--- src/rtl/reset_sequencer_pkg.sv ---
// Shared types and constants for the panel RESX reset sequencer.
// Holds the state encoding, handshake timeout and pin level names.
package pkg_ili9341;

  localparam logic HIGH = 1'b1;
  localparam logic LOW  = 1'b0;

  // Cycles allowed in WAIT_DONE for reset_init to report completion.
  localparam int DONE_TO_CYC = 4;

  typedef enum logic [3:0] {
    IDLE,
    ARM,
    PH_H1,
    PH_L,
    PH_H2,
    WAIT_DONE,
    SETTLE,
    READY,
    ERROR
  } seq_state_t;

  function automatic logic is_phase(seq_state_t s);
    return (s == PH_H1) || (s == PH_L) || (s == PH_H2);
  endfunction

  function automatic logic is_busy(seq_state_t s);
    return is_phase(s) || (s == ARM) || (s == WAIT_DONE) || (s == SETTLE);
  endfunction

endpackage

--- src/rtl/reset_sequencer_if.sv ---
// Handshake bundle between the sequencer (master) and the reset_init
// pin driver (slave).
interface reset_sequencer_if;
  logic reset_ena;
  logic reset_val;
  logic resets_sent;
  logic reset_init_ena;
  logic reset_sent;

  modport master (
    input  reset_ena, reset_val, resets_sent,
    output reset_init_ena, reset_sent
  );

  modport slave (
    output reset_ena, reset_val, resets_sent,
    input  reset_init_ena, reset_sent
  );
endinterface

--- src/rtl/reset_sequencer_core.sv ---
// Sequencer FSM: drives the three RESX phases through reset_init,
// waits for completion, settles, and flags handshake failures.
module reset_sequencer_core
  import pkg_ili9341::*;
#(
  parameter int T_H1_CYC     = 1000,
  parameter int T_L_CYC      = 1000,
  parameter int T_H2_CYC     = 500000,
  parameter int T_SETTLE_CYC = 12000000,
  parameter int CW           = 24
) (
  input  logic                clk,
  input  logic                rst,
  input  logic                i_start,
  reset_sequencer_if.master   rif,
  output logic                o_lcd_rst,
  output logic                o_busy,
  output logic                o_ready,
  output logic                o_err
);

  localparam logic [CW-1:0] LD_H1     = CW'(T_H1_CYC - 1);
  localparam logic [CW-1:0] LD_L      = CW'(T_L_CYC - 1);
  localparam logic [CW-1:0] LD_H2     = CW'(T_H2_CYC - 1);
  localparam logic [CW-1:0] LD_DONE   = CW'(DONE_TO_CYC - 1);
  localparam logic [CW-1:0] LD_SETTLE = CW'(T_SETTLE_CYC - 1);

  seq_state_t    r_state;
  seq_state_t    w_state_next;
  logic          w_tmr_load;
  logic          w_tmr_dec;
  logic [CW-1:0] w_tmr_val;
  logic          w_tmr_zero;

  phase_timer #(.CW(CW)) u_timer (
    .clk        (clk),
    .rst        (rst),
    .i_load     (w_tmr_load),
    .i_dec      (w_tmr_dec),
    .i_load_val (w_tmr_val),
    .o_zero     (w_tmr_zero)
  );

  always_ff @(posedge clk or posedge rst) begin
    if (rst) begin
      r_state <= IDLE;
    end else begin
      r_state <= w_state_next;
    end
  end

  always_comb begin
    w_state_next = r_state;
    w_tmr_load   = 1'b0;
    w_tmr_dec    = 1'b0;
    w_tmr_val    = '0;
    case (r_state)
      IDLE, READY, ERROR: begin
        if (i_start) w_state_next = ARM;
      end
      ARM: begin
        w_tmr_load   = 1'b1;
        w_tmr_val    = LD_H1;
        w_state_next = PH_H1;
      end
      PH_H1, PH_L, PH_H2: begin
        // Losing reset_ena mid-phase means reset_init dropped the sequence.
        if (!rif.reset_ena) begin
          w_state_next = ERROR;
        end else if (w_tmr_zero) begin
          w_tmr_load = 1'b1;
          if (r_state == PH_H1) begin
            w_tmr_val    = LD_L;
            w_state_next = PH_L;
          end else if (r_state == PH_L) begin
            w_tmr_val    = LD_H2;
            w_state_next = PH_H2;
          end else begin
            w_tmr_val    = LD_DONE;
            w_state_next = WAIT_DONE;
          end
        end else begin
          w_tmr_dec = 1'b1;
        end
      end
      WAIT_DONE: begin
        if (rif.resets_sent) begin
          w_tmr_load   = 1'b1;
          w_tmr_val    = LD_SETTLE;
          w_state_next = SETTLE;
        end else if (w_tmr_zero) begin
          w_state_next = ERROR;
        end else begin
          w_tmr_dec = 1'b1;
        end
      end
      SETTLE: begin
        if (w_tmr_zero) w_state_next = READY;
        else            w_tmr_dec    = 1'b1;
      end
      default: w_state_next = IDLE;
    endcase
  end

  assign rif.reset_init_ena = (r_state == ARM);
  assign rif.reset_sent     = is_phase(r_state) && w_tmr_zero && rif.reset_ena;
  assign o_busy             = is_busy(r_state);
  assign o_ready            = (r_state == READY);
  assign o_err              = (r_state == ERROR);
  assign o_lcd_rst          = rif.reset_ena ? rif.reset_val : HIGH;

endmodule

--- src/rtl/reset_sequencer_phase_timer.sv ---
// Loadable CW-bit down-counter with a zero flag, shared by all timed
// states of the reset sequencer.
module phase_timer #(
  parameter int CW = 24
) (
  input  logic          clk,
  input  logic          rst,
  input  logic          i_load,
  input  logic          i_dec,
  input  logic [CW-1:0] i_load_val,
  output logic          o_zero
);

  logic [CW-1:0] r_count;

  always_ff @(posedge clk or posedge rst) begin
    if (rst) begin
      r_count <= '0;
    end else if (i_load) begin
      r_count <= i_load_val;
    end else if (i_dec && (r_count != '0)) begin
      r_count <= r_count - 1'b1;
    end
  end

  assign o_zero = (r_count == '0);

endmodule

--- src/rtl/reset_sequencer.sv ---
// Panel reset sequencer top: bundles the reset_init pins into the
// handshake interface and hosts the sequencer core.
module reset_sequencer
  import pkg_ili9341::*;
#(
  parameter int T_H1_CYC     = 1000,
  parameter int T_L_CYC      = 1000,
  parameter int T_H2_CYC     = 500000,
  parameter int T_SETTLE_CYC = 12000000,
  parameter int CW           = 24
) (
  input  logic clk,
  input  logic rst,
  input  logic i_start,
  input  logic i_reset_ena,
  input  logic i_reset_val,
  input  logic i_resets_sent,
  output logic o_reset_init_ena,
  output logic o_reset_sent,
  output logic o_lcd_rst,
  output logic o_busy,
  output logic o_ready,
  output logic o_err
);

  reset_sequencer_if w_rif ();

  assign w_rif.reset_ena   = i_reset_ena;
  assign w_rif.reset_val   = i_reset_val;
  assign w_rif.resets_sent = i_resets_sent;
  assign o_reset_init_ena  = w_rif.reset_init_ena;
  assign o_reset_sent      = w_rif.reset_sent;

  reset_sequencer_core #(
    .T_H1_CYC     (T_H1_CYC),
    .T_L_CYC      (T_L_CYC),
    .T_H2_CYC     (T_H2_CYC),
    .T_SETTLE_CYC (T_SETTLE_CYC),
    .CW           (CW)
  ) u_core (
    .clk       (clk),
    .rst       (rst),
    .i_start   (i_start),
    .rif       (w_rif),
    .o_lcd_rst (o_lcd_rst),
    .o_busy    (o_busy),
    .o_ready   (o_ready),
    .o_err     (o_err)
  );

endmodule

--- config.mk ---
export PLATFORM = sky130hd
export DESIGN_NAME = reset_sequencer
export DESIGN_NICKNAME = d
export VERILOG_FILES = /design/src/rtl/reset_sequencer_pkg.sv /design/src/rtl/reset_sequencer_if.sv /design/src/rtl/reset_sequencer_core.sv /design/src/rtl/reset_sequencer_phase_timer.sv /design/src/rtl/reset_sequencer.sv
export SDC_FILE = /design/constraint.sdc
export NUM_CORES = 1
export LEC_CHECK = 0
export BUFFER_PORTS_ARGS = -buffer_cell sky130_fd_sc_hd__buf_2
export CAP_MARGIN = 25
export CORE_MARGIN = 3
export CORE_UTILIZATION = 55
export DETAILED_ROUTE_END_ITERATION = 8
export PLACE_DENSITY = 0.8
export SYNTH_ARGS = -nofsm -noshare
export SYNTH_HDL_FRONTEND = slang
export SYNTH_HIERARCHICAL = 1
export SYNTH_SLANG_ARGS = --single-unit
--- constraint.sdc ---
create_clock -name clk -period 2.8 [get_ports clk]
set_clock_uncertainty 0.1 [all_clocks]
set_input_delay 0 -clock clk [delete_from_list [all_inputs] [get_ports clk]]
set_output_delay 0 -clock clk [all_outputs]
set_load 0.05 [all_outputs]
==> metrics.csv <==
stage,metric,value,unit
drt,via_per_inst,6.27,
cts,clk_latency,0.28,ns
synthesis,ys.flop_type,dfrtp_1,
cells_and_area,drive_above_1_share,0.257,
sta,timing_hold_violations_final,0,
synthesis,synth_seq_cells,28,
synthesis,synth-edff-count,0,
worst_setup_path,reg2reg_depth,12,
worst_setup_path,startpoint_type,flop,
worst_setup_path,cp_slowest_cell,or4b_4,
global_route,grt_pass1_vias,1834,
synthesis,ys_types,63,
placement,place_ws,0.0276,ns
worst_setup_path,reg2reg_slack,0.08,ns
sta,setup_viol,0,
worst_setup_path,timing.rr.end,u_core/u_timer/r_count[14],
global_route,antenna_found_initial,0,
sta,fin_crit_sh,0.970,
sta,relSlewSlack,0.399,
drt,top_layer_used,met4,
pwr,ir_worst_vdd,803,uV
cts,htreeDepth,1,
drt,dr.pass1.iters,5,
worst_setup_path,slowest_delay,0.50,ns
cells_and_area,fillers,289,
drt,drt.antenna.violating_nets,0,
worst_setup_path,cp_common_cell,nor2_4,
cells_and_area,diodes,0,
cells_and_area,utilization,0.707,
drt,met2_length,2620,microns
global_route,grt_overflow,0,
sta,fmax,368,MHz
sta,rsz0062_at_grt,true,
worst_setup_path,crit_required,2.91,ns
global_route,grt_pass1_wl,8940,microns
drt,wire_per_inst,17.2,microns
global_route,grt_max_degree,37,
worst_setup_path,cp_num_buf_inv,1,
floorplan,rows,21,
worst_setup_path,cp.arrival,2.83,ns
worst_setup_path,crit_family,simple AND/OR/NAND/NOR gates,
placement,place_area,2280,sq um
pwr,power,2650,uW
drt,drt_wl_total,5350,microns
floorplan,die_y,67.3,microns
sta,period_minus_slack,2.72,ns
synthesis,synth_warnings,6,
cts,clk_path_buf_depth,2,
cells_and_area,fin_area,2450,sq um
drt,drc_errors,0,
floorplan,die_w,67.3,microns
min_path,hp-start,i_resets_sent,
sta,holdWs,0.0586,ns
sta,setup_ws,0.0848,ns
synthesis,netlist_instances,238,
cells_and_area,fin_nets,274,
synthesis,ys_seq_area_frac,0.340,
min_path,hold_end,u_core/u_timer/r_count[2],
floorplan,initial_core_util,0.595,
min_path,min_path_type,input port to flop,
worst_setup_path,cp-end-kind,flop,
cells_and_area,area_growth,18.8,%
cts,clock-sinks,28,
cts,cts_buffers,3,
floorplan,dieArea,4520,sq um
drt,wl_met3,340,microns
pwr,powerDensity,1080,nW/um^2
cts,cts_tree,done,
min_path,min_path_cells,5,
sta,worstMarginPinSlew,0.900,ns
drt,drt_iter0_markers,151,
status,status,finished clean,
global_route,grtUsageTotal,0.261,
synthesis,avgSynthCellArea,8.67,sq um
synthesis,syn_area,2060,sq um
floorplan,io_pins,12,
job,max-cap-violations,0,
floorplan,core,3470,sq um
placement,io_buffers,11,
placement,place.gp.congestion,0.926,
worst_setup_path,critical_path_peak_fanout,6,
cts,clk_pin_slew,0.10,ns
worst_setup_path,crit_type,flop to flop,
drt,wl_met1,2220,microns
synthesis,synthArstFlopShare,1.00,
sta,slew_violations,0,
worst_setup_path,cp_cell_sequence,"inv_1, ha_1, nor2b_1, nand4_2, nor2_4, or2_4, nor2_4, or4b_4, nor2_2, o21ai_2, or3_1, a31oi_1",
worst_setup_path,reg2reg_from,u_core/u_timer/r_count[0],
drt,vias,1950,
cts,ctsRootBufferMaster,clkbuf_8,
placement,dp_hpwl,3700,microns
pwr,leakage,0.000978,uW
## final cells by class
cell class / count / area, sq um / share of cell area
repair buffers: 33 / 238 / 0.0970
well taps: 46 / 57.6 / 0.0235
clock inverters: 1 / 30.0 / 0.0123
clock buffers: 3 / 41.3 / 0.0168
inverters: 9 / 33.8 / 0.0138
multi-input cells: 191 / 1350 / 0.550
flip-flops and latches: 28 / 702 / 0.286
## tightest hold or removal path: cells and delay by family
family,cells,cell delay [ns]
buffers and inverters,1,0.14
AND/OR/NAND/NOR,2,0.14
AO/OA/AOI/OAI,2,0.13
## registers in the layout (all words and copies together), names as in the netlist
name / count
u_core/u_timer/r_count: 24
u_core/r_state: 4
## routing by layer
metal,global-route usage,vias to the layer above
met5,0,-
met4,0.114,0
met3,0.0333,18
met2,0.437,82
met1,0.337,926
li1,-,924
## power by group
part,internal [uW],switching [uW],total (uW)
sequential,551,194,745
combinational,678,898,1580
clock,192,133,325
total,1420,1220,2650
## layout by cell type, fill, tap and decap left out, types with 3 or more instances in the layout
cell and instances:
a21oi_1 5, a22oi_1 3, a31oi_1 4, and3_1 3, buf_2 11, buf_4 19
clkbuf_8 3, conb_1 4, dfrtp_1 27, inv_1 7, mux2_2 3, nand2_1 23
nand2b_1 6, nand3_1 6, nor2_1 12, nor2b_1 3, nor3_1 10, nor4_1 8
o21ai_0 14, o21ai_1 8, or3_1 6, or4_1 3, xnor2_1 10, xor2_1 6
## cell families (layout without fill, tap and decap cells)
| logic type | count (synthesis) | in the layout | share of synthesized area |
|---|---|---|---|
| adder cells (fa/ha/maj) | 2 | 2 | 0.0121 |
| AO/OA/AOI/OAI | 60 | 60 | 0.206 |
| XOR/XNOR | 16 | 16 | 0.0679 |
| AND/OR/NAND/NOR | 105 | 105 | 0.303 |
| other | 1 | 4 | 0.00182 |
| multiplexers | 4 | 4 | 0.0236 |
| buffers and inverters | 22 | 46 | 0.0461 |
| flip-flops | 28 | 28 | 0.340 |
## repair_timing
action	in CTS	in global routing
resized for setup	2	12
pin swaps	0	3
hold buffers	2	0
hold endpoints to repair	30	0
setup endpoints to repair	4	14
setup buffers	1	3
## through the flow
stage | TNS, ns | instances
6_report | 0 | 311
5_1_grt | -0.0608 | 311
4_1_cts | 0 | 308
3_5_place_dp | 0 | 301
3_3_place_gp | 0 | 301
2_1_floorplan | 0 | 241
## worst max-delay path by stage
stage | startpoint | endpoint | slack (ns) | cells past startpoint
2_1_floorplan | u_core/u_timer/r_count[8] | u_core/u_timer/r_count[9] | 0.03 | 12
3_3_place_gp | u_core/u_timer/r_count[0] | u_core/u_timer/r_count[15] | 0.14 | 12
3_5_place_dp | u_core/u_timer/r_count[0] | u_core/u_timer/r_count[10] | 0.03 | 12
4_1_cts | u_core/u_timer/r_count[1] | u_core/u_timer/r_count[14] | 0.02 | 12
5_1_grt | u_core/u_timer/r_count[8] | u_core/u_timer/r_count[9] | -0.05 | 13
6_report | u_core/u_timer/r_count[0] | u_core/u_timer/r_count[14] | 0.08 | 12
## cell usage after synthesis, types with 7 or more instances
cell | count | share of area
dfrtp_1 | 28 | 0.34
nand2_1 | 23 | 0.042
o21ai_0 | 17 | 0.041
nor2_1 | 16 | 0.029
nor3_1 | 10 | 0.024
xnor2_1 | 10 | 0.042
nor4_1 | 9 | 0.027
clkbuf_1 | 8 | 0.015
inv_1 | 8 | 0.015
nand3_1 | 7 | 0.017
No activity file was read; power rests on OpenSTA's default activity.
